<file path="config.mk">
export PLATFORM = sky130hd
export DESIGN_NAME = mem_arbiter_flat
export DESIGN_NICKNAME = d
export VERILOG_FILES = /design/src/rtl/mem_arbiter_pkg.sv /design/src/rtl/mem_arbiter_if.sv /design/src/rtl/mem_arbiter_arb_pick.sv /design/src/rtl/mem_arbiter.sv /design/src/flat_wrapper.sv
export SDC_FILE = /design/constraint.sdc
export NUM_CORES = 1
export LEC_CHECK = 0
export BUFFER_PORTS_ARGS = -buffer_cell sky130_fd_sc_hd__buf_4
export CAP_MARGIN = 20
export CELL_PAD_IN_SITES_DETAIL_PLACEMENT = 1
export CELL_PAD_IN_SITES_GLOBAL_PLACEMENT = 1
export CORE_ASPECT_RATIO = 1.1
export CORE_MARGIN = 5
export CORE_UTILIZATION = 32
export CTS_CLUSTER_SIZE = 12
export DETAILED_ROUTE_END_ITERATION = 8
export PLACE_DENSITY_LB_ADDON = 0.1
export SETUP_SLACK_MARGIN = 0.05
export SYNTH_ARGS = -nofsm -noshare
export SYNTH_HDL_FRONTEND = slang
export SYNTH_HIERARCHICAL = 1
export SYNTH_SLANG_ARGS = --single-unit
export TNS_END_PERCENT = 1
</file>
<file path="constraint.sdc">
create_clock -name clk -period 4.22 [get_ports clk]
set_input_delay 0.633 -clock clk [delete_from_list [all_inputs] [get_ports clk]]
set_output_delay 0.633 -clock clk [all_outputs]
set_load 0.01 [all_outputs]
</file>
<file path="src/rtl/mem_arbiter_pkg.sv">
// Shared types for the CPU/debug data-memory arbiter.
// Build option: ARB_ROUND_ROBIN_EN selects round-robin on simultaneous requests.
package mem_arbiter_pkg;

    typedef enum logic [1:0] {
        IDLE   = 2'd0,
        ACCESS = 2'd1,
        RESP   = 2'd2
    } state_e;

    typedef enum logic {
        OWNER_CPU = 1'b0,
        OWNER_DBG = 1'b1
    } owner_e;

    localparam int MEM_RD_LATENCY = 1;

endpackage

</file>
<file path="src/rtl/mem_arbiter_if.sv">
// Requester and memory-side signal bundle of the arbiter.
// slave = arbiter view, master = requesters plus memory view.
interface mem_arbiter_if #(
    parameter int DATA_WIDTH = 32
);
    logic                  cpu_req;
    logic                  cpu_we;
    logic [DATA_WIDTH-1:0] cpu_addr;
    logic [DATA_WIDTH-1:0] cpu_wdata;
    logic [DATA_WIDTH-1:0] cpu_rdata;
    logic                  cpu_ack;
    logic                  cpu_stall;

    logic                  dbg_req;
    logic                  dbg_we;
    logic [DATA_WIDTH-1:0] dbg_addr;
    logic [DATA_WIDTH-1:0] dbg_wdata;
    logic [DATA_WIDTH-1:0] dbg_rdata;
    logic                  dbg_ack;

    logic                  mem_en;
    logic                  mem_we;
    logic [DATA_WIDTH-1:0] mem_addr;
    logic [DATA_WIDTH-1:0] mem_wdata;
    logic [DATA_WIDTH-1:0] mem_rdata;

    logic                  busy;

    modport slave (
        input  cpu_req, cpu_we, cpu_addr, cpu_wdata,
        output cpu_rdata, cpu_ack, cpu_stall,
        input  dbg_req, dbg_we, dbg_addr, dbg_wdata,
        output dbg_rdata, dbg_ack,
        output mem_en, mem_we, mem_addr, mem_wdata,
        input  mem_rdata,
        output busy
    );

    modport master (
        output cpu_req, cpu_we, cpu_addr, cpu_wdata,
        input  cpu_rdata, cpu_ack, cpu_stall,
        output dbg_req, dbg_we, dbg_addr, dbg_wdata,
        input  dbg_rdata, dbg_ack,
        input  mem_en, mem_we, mem_addr, mem_wdata,
        output mem_rdata,
        input  busy
    );

endinterface

</file>
<file path="src/rtl/mem_arbiter_arb_pick.sv">
// Combinational winner selection between CPU and debug requesters.
// ARB_ROUND_ROBIN_EN: a tie goes to whoever was not last_owner; else CPU wins.
module arb_pick
    import mem_arbiter_pkg::*;
(
    input  logic   cpu_req_i,
    input  logic   dbg_req_i,
    input  owner_e last_owner_i,
    output owner_e grant_o
);

`ifndef ARB_ROUND_ROBIN_EN
    logic unused_last;
    assign unused_last = (last_owner_i == OWNER_DBG);
`endif

    // Lone requester wins outright; ties resolved by the build option.
    always_comb begin
        grant_o = OWNER_CPU;
        priority case (1'b1)
`ifdef ARB_ROUND_ROBIN_EN
            cpu_req_i && dbg_req_i:
                grant_o = (last_owner_i == OWNER_CPU) ? OWNER_DBG : OWNER_CPU;
`else
            cpu_req_i && dbg_req_i:
                grant_o = OWNER_CPU;
`endif
            dbg_req_i: grant_o = OWNER_DBG;
            default:   grant_o = OWNER_CPU;
        endcase
    end

endmodule

</file>
<file path="src/rtl/mem_arbiter.sv">
// Two-requester arbiter onto a single-port synchronous data memory.
// Build option: ARB_ROUND_ROBIN_EN (see arb_pick); default is CPU priority.
module mem_arbiter
    import mem_arbiter_pkg::*;
#(
    parameter int DATA_WIDTH = 32
)
(
    input  logic         clk,
    input  logic         rst,
    mem_arbiter_if.slave bus
);

    state_e                state_q;
    owner_e                owner_q;
    owner_e                last_owner_q;
    owner_e                owner_d;
    logic                  mem_en_q;
    logic                  mem_we_q;
    logic [DATA_WIDTH-1:0] mem_addr_q;
    logic [DATA_WIDTH-1:0] mem_wdata_q;
    logic                  cpu_ack_q;
    logic                  dbg_ack_q;
    logic [DATA_WIDTH-1:0] cpu_rdata_q;
    logic [DATA_WIDTH-1:0] dbg_rdata_q;

    arb_pick u_pick (
        .cpu_req_i    (bus.cpu_req),
        .dbg_req_i    (bus.dbg_req),
        .last_owner_i (last_owner_q),
        .grant_o      (owner_d)
    );

    // Fixed three-cycle transaction: grant/latch, memory access, ack/capture.
    always_ff @(posedge clk or posedge rst) begin
        if (rst) begin
            state_q      <= IDLE;
            owner_q      <= OWNER_CPU;
            last_owner_q <= OWNER_DBG;
            mem_en_q     <= 1'b0;
            mem_we_q     <= 1'b0;
            mem_addr_q   <= '0;
            mem_wdata_q  <= '0;
            cpu_ack_q    <= 1'b0;
            dbg_ack_q    <= 1'b0;
            cpu_rdata_q  <= '0;
            dbg_rdata_q  <= '0;
        end else begin
            case (state_q)
                IDLE: begin
                    if (bus.cpu_req || bus.dbg_req) begin
                        state_q      <= ACCESS;
                        mem_en_q     <= 1'b1;
                        owner_q      <= owner_d;
                        last_owner_q <= owner_d;
                        if (owner_d == OWNER_CPU) begin
                            mem_we_q    <= bus.cpu_we;
                            mem_addr_q  <= bus.cpu_addr;
                            mem_wdata_q <= bus.cpu_wdata;
                        end else begin
                            mem_we_q    <= bus.dbg_we;
                            mem_addr_q  <= bus.dbg_addr;
                            mem_wdata_q <= bus.dbg_wdata;
                        end
                    end
                end
                ACCESS: begin
                    state_q   <= RESP;
                    mem_en_q  <= 1'b0;
                    cpu_ack_q <= (owner_q == OWNER_CPU);
                    dbg_ack_q <= (owner_q == OWNER_DBG);
                end
                RESP: begin
                    state_q   <= IDLE;
                    cpu_ack_q <= 1'b0;
                    dbg_ack_q <= 1'b0;
                    if (!mem_we_q) begin
                        if (owner_q == OWNER_CPU) begin
                            cpu_rdata_q <= bus.mem_rdata;
                        end else begin
                            dbg_rdata_q <= bus.mem_rdata;
                        end
                    end
                end
                default: begin
                    state_q   <= IDLE;
                    mem_en_q  <= 1'b0;
                    cpu_ack_q <= 1'b0;
                    dbg_ack_q <= 1'b0;
                end
            endcase
        end
    end

    assign bus.mem_en    = mem_en_q;
    assign bus.mem_we    = mem_we_q;
    assign bus.mem_addr  = mem_addr_q;
    assign bus.mem_wdata = mem_wdata_q;
    assign bus.cpu_ack   = cpu_ack_q;
    assign bus.dbg_ack   = dbg_ack_q;
    assign bus.cpu_rdata = cpu_rdata_q;
    assign bus.dbg_rdata = dbg_rdata_q;
    assign bus.cpu_stall = bus.cpu_req & ~cpu_ack_q;
    assign bus.busy      = (state_q != IDLE);

endmodule

</file>
<file path="src/flat_wrapper.sv">
// flat-port wrapper written by rule: the top's interface ports become plain ports
module mem_arbiter_flat import mem_arbiter_pkg::*;
#(
    parameter int DATA_WIDTH = 32
)
  (clk, rst, bus_cpu_req, bus_cpu_we, bus_cpu_addr, bus_cpu_wdata, bus_cpu_rdata, bus_cpu_ack, bus_cpu_stall, bus_dbg_req, bus_dbg_we, bus_dbg_addr, bus_dbg_wdata, bus_dbg_rdata, bus_dbg_ack, bus_mem_en, bus_mem_we, bus_mem_addr, bus_mem_wdata, bus_mem_rdata, bus_busy);
  mem_arbiter_if #(.DATA_WIDTH(DATA_WIDTH)) bus_i ();
  input  logic clk;
  input  logic rst;
  input wire logic [$bits(bus_i.cpu_req)-1:0] bus_cpu_req;
  input wire logic [$bits(bus_i.cpu_we)-1:0] bus_cpu_we;
  input wire logic [$bits(bus_i.cpu_addr)-1:0] bus_cpu_addr;
  input wire logic [$bits(bus_i.cpu_wdata)-1:0] bus_cpu_wdata;
  output wire logic [$bits(bus_i.cpu_rdata)-1:0] bus_cpu_rdata;
  output wire logic [$bits(bus_i.cpu_ack)-1:0] bus_cpu_ack;
  output wire logic [$bits(bus_i.cpu_stall)-1:0] bus_cpu_stall;
  input wire logic [$bits(bus_i.dbg_req)-1:0] bus_dbg_req;
  input wire logic [$bits(bus_i.dbg_we)-1:0] bus_dbg_we;
  input wire logic [$bits(bus_i.dbg_addr)-1:0] bus_dbg_addr;
  input wire logic [$bits(bus_i.dbg_wdata)-1:0] bus_dbg_wdata;
  output wire logic [$bits(bus_i.dbg_rdata)-1:0] bus_dbg_rdata;
  output wire logic [$bits(bus_i.dbg_ack)-1:0] bus_dbg_ack;
  output wire logic [$bits(bus_i.mem_en)-1:0] bus_mem_en;
  output wire logic [$bits(bus_i.mem_we)-1:0] bus_mem_we;
  output wire logic [$bits(bus_i.mem_addr)-1:0] bus_mem_addr;
  output wire logic [$bits(bus_i.mem_wdata)-1:0] bus_mem_wdata;
  input wire logic [$bits(bus_i.mem_rdata)-1:0] bus_mem_rdata;
  output wire logic [$bits(bus_i.busy)-1:0] bus_busy;
  assign bus_i.cpu_req = bus_cpu_req;
  assign bus_i.cpu_we = bus_cpu_we;
  assign bus_i.cpu_addr = bus_cpu_addr;
  assign bus_i.cpu_wdata = bus_cpu_wdata;
  assign bus_cpu_rdata = bus_i.cpu_rdata;
  assign bus_cpu_ack = bus_i.cpu_ack;
  assign bus_cpu_stall = bus_i.cpu_stall;
  assign bus_i.dbg_req = bus_dbg_req;
  assign bus_i.dbg_we = bus_dbg_we;
  assign bus_i.dbg_addr = bus_dbg_addr;
  assign bus_i.dbg_wdata = bus_dbg_wdata;
  assign bus_dbg_rdata = bus_i.dbg_rdata;
  assign bus_dbg_ack = bus_i.dbg_ack;
  assign bus_mem_en = bus_i.mem_en;
  assign bus_mem_we = bus_i.mem_we;
  assign bus_mem_addr = bus_i.mem_addr;
  assign bus_mem_wdata = bus_i.mem_wdata;
  assign bus_i.mem_rdata = bus_mem_rdata;
  assign bus_busy = bus_i.busy;
  mem_arbiter #(.DATA_WIDTH(DATA_WIDTH)) u_core (.clk(clk), .rst(rst), .bus(bus_i));
endmodule
</file>
==> impl_metrics.json <==
{
  "critical_path_buf_inv_count": 1,
  "timing.rr.end": "u_core/bus.mem_wdata[24]$_DFFE_PP0P_",
  "status": "completed",
  "setup_viol": 0,
  "drc": 0,
  "cp-start-kind": "flip-flop",
  "n_antenna_cell": 0,
  "min_period_over_period_pct": 51.8,
  "crit_chain": "or2_4 -> nor2_8 -> buf_4 -> mux2_2",
  "power_density_mw_per_mm2": 722,
  "fill_cells": 1910,
  "crit_type": "reg -> reg",
  "endpoint_kind": "flip-flop",
  "crit_fanout": 33,
  "critPathCapture": "u_core/bus.mem_wdata[24]$_DFFE_PP0P_",
  "slew_headroom_pct": 38.4,
  "drtAntennaViolNets": 0,
  "drt_wl_total_mm": 17.9,
  "r2r_slack_ns": 2.03,
  "required_ns": 4.51,
  "gp_congestion": 0.780,
  "tightestPinTransition_ns": 0.921,
  "post_cts_resized": 0,
  "rows": 52,
  "netlist_instances": 367,
  "hold_class": "in -> async",
  "drive_gt1_share_pct": 77.6,
  "yosys_warnings": 6,
  "io_buffer_count": 299,
  "hold_viol_final": 0,
  "fin_nets": 837,
  "maxCapViolations": 0,
  "leakage_uw": 0.00423,
  "cts_root_buf": "clkbuf_16",
  "slew_viol_final": 0,
  "dp_hpwl_mm": 13.6,
  "fin_worst_skew_ns": 0.00823,
  "drt_first_iter_violations": 97,
  "die_w_um": 140,
  "viasPerCell": 4.54,
  "cpPeakStageDelay_ns": 0.50,
  "crit_cells": 4,
  "netlist_area_sq_mm": 0.00591,
  "num_vias": 4207,
  "rr_worst_depth": 4,
  "layoutNonFillerInstCount": 927,
  "cts_tree": "done",
  "startpoint": "u_core/state_q[0]$_DFFE_PP0P_",
  "dr.pass1.iters": 4,
  "core_area_sq_mm": 0.0183,
  "htreeDepth": 4,
  "arrival_ns": 2.48,
  "reg2reg_from": "u_core/state_q[0]$_DFFE_PP0P_",
  "ctsHoldBuffers": 0,
  "cts.sinks": 135,
  "wire_per_inst_um": 19.3,
  "post_cts_buffers": 0,
  "grt_max_degree": 70,
  "crit_slowest_cell": "nor2_8",
  "die-area_sq_mm": 0.0213,
  "fp.dieH_um": 153,
  "grt_pass1_wl_mm": 28.1,
  "avgSynthCellArea_sq_um": 16.1,
  "post-route-min-period_ns": 2.19,
  "cts_max_path_buffers": 2,
  "max_clock_freq_mhz": 458,
  "areaGrowthSynthToFinish_pct": 51.3,
  "ir_worst_vdd_mv": 0.327,
  "ios": 300,
  "synth_nets": 533,
  "tns_ns": 0,
  "floorplan.initialDensity_pct": 32.3,
  "grt_pass1_vias": 4798,
  "cp_top_family": "simple AND/OR/NAND/NOR gates",
  "insertion_delay_ns": 0.42,
  "grt_overflow": 0,
  "clk_pin_slew_ns": 0.06,
  "rsz0062_at_grt": "false",
  "hold_slack_ns": 0.293,
  "numCtsBuffers": 17,
  "antenna_found_initial": 0,
  "placedCellCount": 895,
  "track_usage_pct": 17.0
}
-- worst min path at each step --
stage | start | endpoint | cells after the start | slack [ns]
after floorplan | u_core/state_q[1]$_DFFE_PP0P_ | u_core/state_q[1]$_DFFE_PP0P_ | 1 | 0.47
after global placement | u_core/bus.cpu_rdata[31]$_DFFE_PP0P_ | u_core/bus.cpu_rdata[31]$_DFFE_PP0P_ | 1 | 0.47
after detailed placement | u_core/bus.dbg_rdata[3]$_DFFE_PP0P_ | u_core/bus.dbg_rdata[3]$_DFFE_PP0P_ | 1 | 0.48
after CTS | rst | u_core/bus.cpu_rdata[27]$_DFFE_PP0P_ | 2 | 0.29
after global routing | rst | u_core/bus.dbg_rdata[27]$_DFFE_PP0P_ | 2 | 0.32
final | rst | u_core/bus.cpu_rdata[27]$_DFFE_PP0P_ | 2 | 0.29
-- power breakdown --
group,total [uW],switching [uW],internal (uW)
Sequential,2310,363,1940
Combinational,2720,1110,1600
Clock,1430,595,833
Total,6450,2070,4380
-- final cells by class --
type / count / area [sq um] / share of cell area, %
clock inverters: 13 / 123 / 1.37
inverters: 2 / 11.3 / 0.126
clock buffers: 19 / 443 / 4.95
multi-input cells: 209 / 2360 / 26.4
repair buffers: 306 / 2320 / 26.0
flip-flops and latches: 135 / 3380 / 37.8
well taps: 243 / 304 / 3.40
-- routing by layer --
metal	up-vias	GRT usage, %	share of wire (%)
met2	168	29.6	52
met4	0	5.31	1.6
met5	-	0	0
li1	1925	-	-
met1	2095	19.1	37
met3	19	6.56	8.7
-- per-stage QoR --
step | total power, uW | setup WS (ns) | utilization (%) | cell area, sq um
6_report | 6450 | 2.03 | 48.9 | 8940
5_1_grt | 6870 | 1.90 | 48.9 | 8940
4_1_cts | 6590 | 1.98 | 48.9 | 8940
3_5_place_dp | 5120 | 1.59 | 45.8 | 8380
3_3_place_gp | 5030 | 1.67 | 45.8 | 8380
2_1_floorplan | 3680 | 1.91 | - | 5910
-- cells in the final DEF, fill, tap and decap left out --
cell	instances
nor2_8	1
clkbuf_8	1
nor2b_1	2
inv_1	1
or2_4	1
dfrtp_1	135
and4bb_1	1
a21o_1	1
nor4b_4	1
clkbuf_1	1
nor2b_4	1
mux2_4	10
nor2_1	4
a21oi_1	1
clkinvlp_4	5
clkbuf_16	17
bufinv_16	1
clkinv_2	2
clkinv_4	2
buf_4	304
buf_12	2
mux2_2	179
mux2i_1	1
mux2_1	6
inv_6	4
-- state kept, by name, indices dropped and copies added (netlist names), 2 cells and up --
| register | flops |
|---|---|
| u_core/bus.mem_addr | 32 |
| u_core/bus.dbg_rdata | 32 |
| u_core/bus.cpu_rdata | 32 |
| u_core/bus.mem_wdata | 32 |
| u_core/state_q | 2 |
Power figures use the tool's default switching activity.
